--- config.mk ---
export PLATFORM = sky130hd
export DESIGN_NAME = pipe_ctrl_flat
export DESIGN_NICKNAME = d
export VERILOG_FILES = /design/src/rtl/pipe_ctrl_if.sv /design/src/rtl/pipe_ctrl.sv /design/src/flat_wrapper.sv
export SDC_FILE = /design/constraint.sdc
export NUM_CORES = 1
export LEC_CHECK = 0
export CORE_MARGIN = 2
export CORE_UTILIZATION = 43
export DETAILED_ROUTE_END_ITERATION = 8
export PLACE_DENSITY = 0.81
export SETUP_SLACK_MARGIN = 0.15
export SYNTH_ARGS = -nofsm -noshare
export SYNTH_HDL_FRONTEND = slang
export SYNTH_SLANG_ARGS = --single-unit
--- constraint.sdc ---
create_clock -name clk -period 2.48 [get_ports clk]
set_clock_uncertainty 0.05 [all_clocks]
set_input_delay 0.496 -clock clk [delete_from_list [all_inputs] [get_ports clk]]
set_output_delay 0.496 -clock clk [all_outputs]
set_load 0.05 [all_outputs]
--- src/rtl/pipe_ctrl_if.sv ---
// Handshake bundle between the pipeline sequencer and the datapath: hazard inputs,
// cache waits, CP0 redirect request, and the per-register stall/flush enables.
interface pipe_ctrl_if;
    logic        id_ld_use_i;
    logic        exe_div_i;
    logic        icache_stall_i;
    logic        dcache_stall_i;
    logic        exc_valid_i;
    logic [31:0] exc_pc_i;
    logic        pc_ack_i;
    logic [4:0]  stall_o;
    logic [4:0]  flush_o;
    logic        redir_valid_o;
    logic [31:0] redir_pc_o;
    logic        div_start_o;
    logic        div_ready_o;

    modport master (
        input  id_ld_use_i, exe_div_i, icache_stall_i, dcache_stall_i,
        input  exc_valid_i, exc_pc_i, pc_ack_i,
        output stall_o, flush_o, redir_valid_o, redir_pc_o, div_start_o, div_ready_o
    );

    modport slave (
        output id_ld_use_i, exe_div_i, icache_stall_i, dcache_stall_i,
        output exc_valid_i, exc_pc_i, pc_ack_i,
        input  stall_o, flush_o, redir_valid_o, redir_pc_o, div_start_o, div_ready_o
    );
endinterface

--- src/rtl/pipe_ctrl.sv ---
// Central stall/flush sequencer for the 5-stage MIPS pipeline: load-use bubbles,
// multi-cycle divide, cache waits and exception/ERET redirects.
module pipe_ctrl #(
    parameter int DIV_CYCLES = 32,
    parameter int CNT_W      = 6
) (
    input  logic         clk,
    input  logic         rst,
    pipe_ctrl_if.master  bus
);

    typedef enum logic [1:0] {RUN, DIV_BUSY, DIV_DONE, REDIR_WAIT} state_t;

    localparam logic [CNT_W-1:0] CNT_LAST = CNT_W'(DIV_CYCLES - 1);

    state_t           state, state_n;
    logic [CNT_W-1:0] cnt, cnt_n;
    logic [31:0]      redir_pc, redir_pc_n;
    logic             redir_valid, redir_valid_n;
    logic             div_start, div_start_n;
    logic [4:0]       stall, flush;
    logic             div_ready;
    logic             fetch_free;

    // Redirect completes only once the PC unit has taken it and fetch is idle.
    assign fetch_free = bus.pc_ack_i && !bus.icache_stall_i;

    always_ff @(posedge clk) begin
        if (rst) begin
            state       <= RUN;
            cnt         <= '0;
            redir_pc    <= '0;
            redir_valid <= 1'b0;
            div_start   <= 1'b0;
        end else begin
            state       <= state_n;
            cnt         <= cnt_n;
            redir_pc    <= redir_pc_n;
            redir_valid <= redir_valid_n;
            div_start   <= div_start_n;
        end
    end

    always_comb begin
        stall     = 5'b00000;
        flush     = 5'b00000;
        div_ready = 1'b0;
        if (rst) begin
            flush = 5'b11111;
        end else begin
            div_ready = (state == DIV_BUSY) && (cnt == CNT_LAST) &&
                        !bus.dcache_stall_i && !bus.exc_valid_i;
            if (bus.exc_valid_i) begin
                flush = 5'b11110;
            end else if (state == REDIR_WAIT) begin
                // Drop whatever wrong-path fetch data lands in IF/ID while waiting.
                flush = 5'b00010;
            end else if (bus.dcache_stall_i) begin
                stall = 5'b11111;
            end else if (state == DIV_BUSY) begin
                stall = 5'b00111;
                flush = 5'b01000;
            end else if (bus.icache_stall_i || bus.id_ld_use_i) begin
                stall = 5'b00011;
                flush = 5'b00100;
            end
        end
    end

    always_comb begin
        state_n       = state;
        cnt_n         = cnt;
        redir_pc_n    = redir_pc;
        redir_valid_n = redir_valid;
        div_start_n   = 1'b0;
        if (bus.exc_valid_i) begin
            // An exception also aborts any divide in flight.
            redir_pc_n    = bus.exc_pc_i;
            redir_valid_n = 1'b1;
            cnt_n         = '0;
            state_n       = ((state == REDIR_WAIT) || !fetch_free) ? REDIR_WAIT : RUN;
        end else begin
            case (state)
                RUN: begin
                    redir_valid_n = 1'b0;
                    if (bus.exe_div_i && !bus.dcache_stall_i) begin
                        state_n     = DIV_BUSY;
                        cnt_n       = '0;
                        div_start_n = 1'b1;
                    end
                end
                DIV_BUSY: begin
                    redir_valid_n = 1'b0;
                    if (!bus.dcache_stall_i) begin
                        if (cnt == CNT_LAST) begin
                            state_n = DIV_DONE;
                            cnt_n   = '0;
                        end else begin
                            cnt_n = cnt + CNT_W'(1);
                        end
                    end
                end
                DIV_DONE: begin
                    redir_valid_n = 1'b0;
                    state_n       = RUN;
                end
                REDIR_WAIT: begin
                    if (fetch_free) begin
                        state_n       = RUN;
                        redir_valid_n = 1'b0;
                    end
                end
                default: begin
                    state_n = RUN;
                end
            endcase
        end
    end

    assign bus.stall_o       = stall;
    assign bus.flush_o       = flush;
    assign bus.div_ready_o   = div_ready;
    assign bus.redir_valid_o = redir_valid;
    assign bus.redir_pc_o    = redir_pc;
    assign bus.div_start_o   = div_start;

endmodule

--- src/flat_wrapper.sv ---
// flat-port wrapper written by rule: the top's interface ports become plain ports
module pipe_ctrl_flat 
#(
    parameter int DIV_CYCLES = 32,
    parameter int CNT_W      = 6
)
  (clk, rst, bus_id_ld_use_i, bus_exe_div_i, bus_icache_stall_i, bus_dcache_stall_i, bus_exc_valid_i, bus_exc_pc_i, bus_pc_ack_i, bus_stall_o, bus_flush_o, bus_redir_valid_o, bus_redir_pc_o, bus_div_start_o, bus_div_ready_o);
  pipe_ctrl_if bus_i ();
  input  logic clk;
  input  logic rst;
  input wire logic [$bits(bus_i.id_ld_use_i)-1:0] bus_id_ld_use_i;
  input wire logic [$bits(bus_i.exe_div_i)-1:0] bus_exe_div_i;
  input wire logic [$bits(bus_i.icache_stall_i)-1:0] bus_icache_stall_i;
  input wire logic [$bits(bus_i.dcache_stall_i)-1:0] bus_dcache_stall_i;
  input wire logic [$bits(bus_i.exc_valid_i)-1:0] bus_exc_valid_i;
  input wire logic [$bits(bus_i.exc_pc_i)-1:0] bus_exc_pc_i;
  input wire logic [$bits(bus_i.pc_ack_i)-1:0] bus_pc_ack_i;
  output wire logic [$bits(bus_i.stall_o)-1:0] bus_stall_o;
  output wire logic [$bits(bus_i.flush_o)-1:0] bus_flush_o;
  output wire logic [$bits(bus_i.redir_valid_o)-1:0] bus_redir_valid_o;
  output wire logic [$bits(bus_i.redir_pc_o)-1:0] bus_redir_pc_o;
  output wire logic [$bits(bus_i.div_start_o)-1:0] bus_div_start_o;
  output wire logic [$bits(bus_i.div_ready_o)-1:0] bus_div_ready_o;
  assign bus_i.id_ld_use_i = bus_id_ld_use_i;
  assign bus_i.exe_div_i = bus_exe_div_i;
  assign bus_i.icache_stall_i = bus_icache_stall_i;
  assign bus_i.dcache_stall_i = bus_dcache_stall_i;
  assign bus_i.exc_valid_i = bus_exc_valid_i;
  assign bus_i.exc_pc_i = bus_exc_pc_i;
  assign bus_i.pc_ack_i = bus_pc_ack_i;
  assign bus_stall_o = bus_i.stall_o;
  assign bus_flush_o = bus_i.flush_o;
  assign bus_redir_valid_o = bus_i.redir_valid_o;
  assign bus_redir_pc_o = bus_i.redir_pc_o;
  assign bus_div_start_o = bus_i.div_start_o;
  assign bus_div_ready_o = bus_i.div_ready_o;
  pipe_ctrl #(.DIV_CYCLES(DIV_CYCLES), .CNT_W(CNT_W)) u_core (.clk(clk), .rst(rst), .bus(bus_i));
endmodule
==> out/qor.txt, run 1 <==
Max H-tree Level -> 2
worst-path fanout max -> 7
Placement Cell Area -> 2700 um^2
Resize count post-CTS -> 0
Sw Ratio -> 27.4%
Setup crit end kind -> output pin
IR Drop Worst-Case VDD -> 0.553 mV
Yosys top cell area share -> 49.1%
initial antenna violation count -> 0
Yosys reg bits -> 42
vias -> 1499
min-delay src -> u_core.bus.redir_pc_o[22]$_SDFFE_PP0P_
CTS Buf Count -> 5
Rel. slew slack -> 62.4%
Vias/cell -> 4.88
residual DRC count -> 0
HPWL after detailed placement -> 2950 um
fin. max-slew vios -> 0
pin count of the biggest net entering global routing -> 38
post-synth top area cell -> dfxtp_1
worst flop-to-flop path endpoint -> u_core.cnt[0]$_SDFFE_PP0P_
Final nets -> 299
cell total after placement -> 299
DRT iter0 DRCs -> 48
global-route wire length before repair -> 5960 um
hold endpoint -> u_core.bus.redir_pc_o[22]$_SDFFE_PP0P_
die area -> 4500 um^2
Wirelength per Cell -> 12.7 um
postcts setup bufs -> 0
gpl congestion -> 0.814
Max-Cap Viols -> 0
fmax -> 446 MHz
First-pass DRT Iterations -> 4
core area -> 3740 um^2
Finished Layout Cells -> 307
Ys Warns -> 0
final WL -> 3890 um
HP Class -> flop to flop
Layout area overhead -> 65.6%
Startpoint Class -> input pin
post-synthesis sequential area ratio -> 49.1%
I/O Buffers -> 84
CTS Hold Bufs -> 0
syn avg cell area -> 9.73 um^2
chip height -> 67.1 um
Setup TNS Final -> 0 ps
Final Critical Period -> 2240 ps
static leakage -> 1.16 nW
Required @ worst endpoint -> 1930 ps
Finish-stage setup viols -> 0
die width -> 67.1 um
Worst-path clk slew -> 80 ps
Hold Crit Depth -> 2
Seq pwr share -> 41.0%
Initial Util -> 45.7%
clock share of power -> 35.4%
post-layout util -> 75.7%
layout cells sized above 1 -> 13.5%
Setup CP Type -> input pin to output pin
CTS tree -> built
Gate power share -> 23.6%
FP Rows -> 22
status -> finished clean
Synthesized Nets -> 217
vias in the first global route -> 1353
slew at the pin closest to its max-slew limit -> 563 ps
Worst EP arrival -> 1700 ps
RSZ-0062 raised after global routing -> no
sw power -> 0.487 mW
pwr dens -> 628 nW/um^2
clock sink count -> 42
post-route ant nets -> 0
reg2reg path depth -> 5
library cells used by synthesis -> 33
Reg2Reg Setup Slack -> 990 ps
cell internal pwr -> 1.29 mW
synthesized area -> 1710 um^2
Fin. Hold Viols -> 0
Diodes inserted -> 0
Reg-to-Reg Start -> u_core.cnt[0]$_SDFFE_PP0P_
gr usage total -> 17.6%
Root Buffer -> clkbuf_8
Bufs on Longest Clock Path -> 2
Final Instance Area -> 2830 um^2
clock latency on the worst-skew pair -> 280 ps
ratio of final minimum period to clock period -> 90.4%
Fillers -> 282
Synth area leaders -> dfxtp_1, mux2i_1, nor2_1
io pins -> 85
Post-Syn Instances -> 176
grt total ovfl -> 0
==> cells in the mapped netlist <==
library cell / n
nand2_1: 7
buf_1: 1
ha_1: 1
o21ai_1: 2
nor4_1: 1
o31ai_1: 1
nor4b_2: 1
nor2_2: 3
nor4_4: 1
nand3_1: 1
nor3_1: 1
or2_1: 1
nand2b_1: 2
a221o_1: 1
a21oi_1: 3
nor4b_1: 2
nand4_1: 1
mux2i_1: 32
xor2_1: 2
buf_2: 3
buf_4: 5
or2_4: 1
nor2_1: 44
inv_2: 1
o21ai_0: 2
and3_1: 1
clkbuf_1: 3
nor2b_1: 2
nand3b_1: 2
o21ba_2: 1
a31oi_1: 2
dfxtp_1: 42
xnor2_1: 3
==> critical path, cell delays in order <==
cell             delay (ps)
clkdlybuf4s50_1         630
nor2_1                  160
a21oi_4                 250
buf_12                  160
==> power groups by stage <==
stage	clock network [mW]	logic (mW)	registers, mW
CTS	0.644	0.424	0.730
finish	0.630	0.420	0.730
detailed placement	0	0.422	0.745
global route	0.673	0.441	0.734
global placement	0	0.421	0.744
floorplan	0	0.138	0.853
==> metal layers <==
| metal | wire [um] | share of wire (%) | GRT usage, % | up-vias |
|---|---|---|---|---|
| met5 | 0 | 0 | 0 | - |
| met1 | 1690 | 43 | 22.0 | 684 |
| met4 | 48 | 1.2 | 5.10 | 0 |
| met3 | 304 | 7.8 | 7.77 | 6 |
| met2 | 1850 | 47 | 27.2 | 53 |
| li1 | - | - | - | 756 |
==> kinds of logic after synthesis <==
kind of cell	after synthesis	share of synthesized area, %
fa+ha+maj	1	0.731
xor+xnor	5	2.56
buf+inv	13	4.17
flops	42	49.1
compound gates	12	4.39
simple gates	71	20.3
mux	32	18.7
==> cells in the final DEF (no fill, tap or decap), drive strengths merged <==
cell type | netlist | final
buf | 9 | 15
nor4b | 3 | 3
nor2 | 47 | 47
xor2 | 2 | 2
nand2b | 2 | 2
nand2 | 7 | 7
a31oi | 2 | 2
mux2i | 32 | 32
bufinv | 0 | 2
nor3 | 1 | 1
o31ai | 1 | 1
inv | 1 | 1
nor4 | 2 | 2
o21ai | 4 | 4
a221o | 1 | 1
nand3 | 1 | 1
o21ba | 1 | 1
and3 | 1 | 1
xnor2 | 3 | 3
nand3b | 2 | 2
clkbuf | 3 | 5
nand4 | 1 | 1
clkdlybuf4s50 | 0 | 72
a21oi | 3 | 3
ha | 1 | 1
clkinv | 0 | 1
or2 | 2 | 2
dfxtp | 42 | 42
nor2b | 2 | 2
==> metrics by stage <==
| step | setup slack, ps | hold WS (ps) | total power, mW |
|---|---|---|---|
| finish | 239 | 446 | 1.78 |
| CTS | 235 | 453 | 1.80 |
| floorplan | 120 | 436 | 0.991 |
| detailed placement | 238 | 433 | 1.17 |
| global placement | 257 | 421 | 1.16 |
| global route | 177 | 474 | 1.85 |
==> flip-flops by register name, summed over array words and instances (netlist names) <==
signal and count:
u_core.state 2, u_core.cnt 6, u_core.bus.redir_valid_o 1, u_core.bus.redir_pc_o 32, u_core.bus.div_start_o 1
==> worst max-delay path by stage <==
stage | from | endpoint | slack [ps] | cells past startpoint
3_3_place_gp | bus_dcache_stall_i | bus_stall_o[0] | 260 | 4
4_1_cts | bus_dcache_stall_i | bus_stall_o[0] | 240 | 4
5_1_grt | bus_dcache_stall_i | bus_stall_o[1] | 180 | 4
6_report | bus_dcache_stall_i | bus_stall_o[0] | 240 | 4
3_5_place_dp | bus_dcache_stall_i | bus_stall_o[0] | 240 | 4
2_1_floorplan | bus_exc_valid_i | bus_div_ready_o | 120 | 4
==> area by class of cell <==
class / count / area (um^2) / share of cell area (%)
inverter: 1 / 3.75 / 0.132
clock buffer: 5 / 68.8 / 2.43
tap: 48 / 60.1 / 2.12
multi-input combinational: 121 / 836 / 29.5
timing repair buffer: 87 / 956 / 33.7
clock inverter: 3 / 68.8 / 2.43
sequential: 42 / 841 / 29.7
No activity file was read; power rests on OpenSTA's default activity.
==> run 2, diff against run 1 <==
Settings changed: CORE_UTILIZATION 43 to 44, CTS_BUF_LIST set to sky130_fd_sc_hd__clkbuf_8, PLACE_DENSITY 0.81 to 0.83.
==> run 2 against run 1 <==
Sequential cell count is the same. Sequential power about the same. Total power shrank 12%. First-iteration DRC count grew 54%. Sequential share of layout area is 0.37 points higher. Global-route usage grew 1.9 points. Fmax decreased by 1.4%. Via count rose by 1.0%. Worst setup slack got worse by 31 ps. Hold slack lost 3.6 ps. Die area decreased by 2.1%. Largest power group unchanged. Utilization increased by 0.18 points.
==> out/qor.txt, run 2 (synthesis results as in run 1) <==
ratio of final minimum period to clock period -> 91.6% (+1.3 points)
sw power -> 0.481 mW (-1.3%)
clock latency on the worst-skew pair -> 290 ps (about the same)
critical path's top delay family -> buffers and inverters
Setup crit end kind -> output pin
Setup CP Type -> input pin to output pin
Max H-tree Level -> 2 (unchanged)
GR met1 Demand/Resource -> 22.8% (+0.89 points)
HPWL after detailed placement -> 3030 um (+2.7%)
FP Rows -> 22 (unchanged)
Sw Ratio -> 30.8% (+3.4 points)
pre-CTS setup slack -> 62.9 ps (-175 ps)
Seq pwr share -> 46.8% (+5.8 points)
Gate power share -> 27.1% (+3.5 points)
min-delay src -> u_core.bus.redir_pc_o[23]$_SDFFE_PP0P_
Worst-path clk slew -> 70 ps (about the same)
gpl congestion -> 0.787 (-3.3%)
Max-Cap Viols -> 0 (unchanged)
layout cells sized above 1 -> 13.8% (+0.33 points)
post-route ant nets -> 0 (unchanged)
I/O Buffers -> 84 (unchanged)
RSZ-0062 raised after global routing -> no
First-pass DRT Iterations -> 4 (unchanged)
grt total ovfl -> 0 (unchanged)
GR peak layer -> met2
die width -> 66.4 um (-1.1%)
Required @ worst endpoint -> 1930 ps (about the same)
io pins -> 85 (unchanged)
Hold Crit Depth -> 2 (unchanged)
met2 Use GR -> 31.1% (+3.9 points)
Reg-to-Reg Start -> u_core.cnt[0]$_SDFFE_PP0P_
Reg2Reg Setup Slack -> 990 ps (about the same)
Crit-path slowest cell -> clkdlybuf4s50_1
clock share of power -> 26.1% (-9.3 points)
Initial Util -> 46.4% (+0.68 points)
initial antenna violation count -> 0 (unchanged)
core area -> 3690 um^2 (-1.5%)
DRT iter0 DRCs -> 74 (+54%)
Diodes inserted -> 0 (unchanged)
Layout area overhead -> 63.5%
Finish-stage setup viols -> 0 (unchanged)
Final Critical Period -> 2270 ps (+31.1 ps)
commonest cells after routing, fill and taps aside -> clkdlybuf4s50_1, nor2_1, dfxtp_1, mux2i_1, buf_12
worst path bufs/invs -> 3 (+1)
Bufs on Longest Clock Path -> 2 (unchanged)
fin. max-slew vios -> 0 (unchanged)
final WL -> 4050 um (+4.0%)
worst flop-to-flop path endpoint -> u_core.cnt[0]$_SDFFE_PP0P_
Setup TNS Final -> 0 ps (unchanged)
chip height -> 66.4 um (-1.1%)
max incr delay on CP -> 460 ps (-170 ps)
Final nets -> 301 (+0.67%)
Rel. slew slack -> 62.1% (-0.30 points)
pin count of the biggest net entering global routing -> 38 (unchanged)
Root Buffer -> clkbuf_8
vias in the first global route -> 1497 (+11%)
fmax -> 440 MHz (-1.4%)
pwr dens -> 558 nW/um^2 (-11%)
global-route wire length before repair -> 6580 um (+10%)
met3 Usage GRT -> 8.01% (+0.24 points)
Startpoint Class -> input pin
worst-path fanout max -> 5 (-2)
min setup slack post-route -> 208 ps (-31.1 ps)
Wirelength per Cell -> 13.1 um (+3.7%)
clock sink count -> 42 (unchanged)
max reg flops -> 32 (unchanged)
die area -> 4400 um^2 (-2.1%)
Finished Layout Cells -> 308 (+0.33%)
CTS tree -> built
commonest non-fill, non-tap cell in the layout -> clkdlybuf4s50_1
CTS Buf Count -> 5 (unchanged)
reg2reg path depth -> 5 (unchanged)
Vias/cell -> 4.92 (+0.67%)
cell total after placement -> 298 (-0.33%)
hold endpoint -> u_core.bus.redir_pc_o[23]$_SDFFE_PP0P_
residual DRC count -> 0 (unchanged)
HP Class -> flop to flop
vias -> 1514 (+1.0%)
cell internal pwr -> 1.08 mW (-16%)
static leakage -> 1.14 nW (-1.4%)
Fin. Hold Viols -> 0 (unchanged)
Worst EP arrival -> 1730 ps (+30 ps)
slew at the pin closest to its max-slew limit -> 568 ps (+4.48 ps)
post-layout util -> 75.9% (+0.18 points)
status -> finished clean
Tot Pwr -> 1.56 mW (-12%)
Worst Setup SP -> rst
gr usage total -> 19.5% (+1.9 points)
IR Drop Worst-Case VDD -> 0.430 mV (-22%)
Critical Path, Cell by Cell -> clkdlybuf4s50_1, nor2_4, inv_2, nor4b_4, buf_12
## run 2: final cells by class
| type | instances | area (um^2) |
|---|---|---|
| Fill cell | 292 | 890 |
| Multi-Input combinational cell | 121 | 843 |
| Clock buffer | 5 | 68.8 |
| Timing Repair Buffer | 89 | 971 |
| Inverter | 1 | 3.75 |
| Clock inverter | 2 | 11.3 |
| Sequential cell | 42 | 841 |
| Tap cell | 48 | 60.1 |
## run 2: worst reg2reg max path, stage by stage (launching register included)
cell and delay, ps:
dfxtp_1 380, ha_1 220, nand4_1 160, o21ba_2 230, o21ai_1 250, nor2_1 80
## run 2: through the flow
| stage | hold WS (ps) | instance area (um^2) |
|---|---|---|
| CTS | 452 | 2770 |
| global placement | 421 | 2690 |
| global route | 480 | 2800 |
| detailed placement | 433 | 2690 |
| finish | 442 | 2800 |
| floorplan | 436 | 1750 |
## run 2: per-layer routing
| metal | routed length, um | vias to the layer above |
|---|---|---|
| li1 | - | 760 |
| met1 | 1670 | 689 |
| met2 | 1980 | 52 |
| met3 | 289 | 13 |
| met4 | 118 | 0 |
| met5 | 0 | - |
## run 2: worst max path at each step
stage                            endpoint  slack (ps)  depth (start not counted)
final                     bus_div_ready_o         210                          5
after floorplan           bus_div_ready_o         120                          4
after detailed placement  bus_div_ready_o          60                          5
after CTS                 bus_div_ready_o         160                          5
after global placement    bus_div_ready_o          70                          5
after global routing      bus_div_ready_o         170                          5
## run 2: repair_timing
item,in CTS,in global routing
pin swaps,0,1
setup endpoints to repair,1,1
hold buffers,0,0
gates resized for setup,1,1
buffers inserted,0,3
## run 2: power by group through the flow
stage                     Sequential (mW)  Combinational (mW)  Clock [mW]
after floorplan                     0.853               0.138           0
after global placement              0.744               0.417           0
after detailed placement            0.746               0.422           0
after CTS                           0.731               0.424       0.421
after global routing                0.734               0.447       0.452
final                               0.730               0.424       0.408
==> run 3, diff against run 2 <==
Settings changed: CAP_MARGIN set to 20.
==> results of run 3 <==
Same layout as run 2: the final DEF is identical, and so are final timing and power.
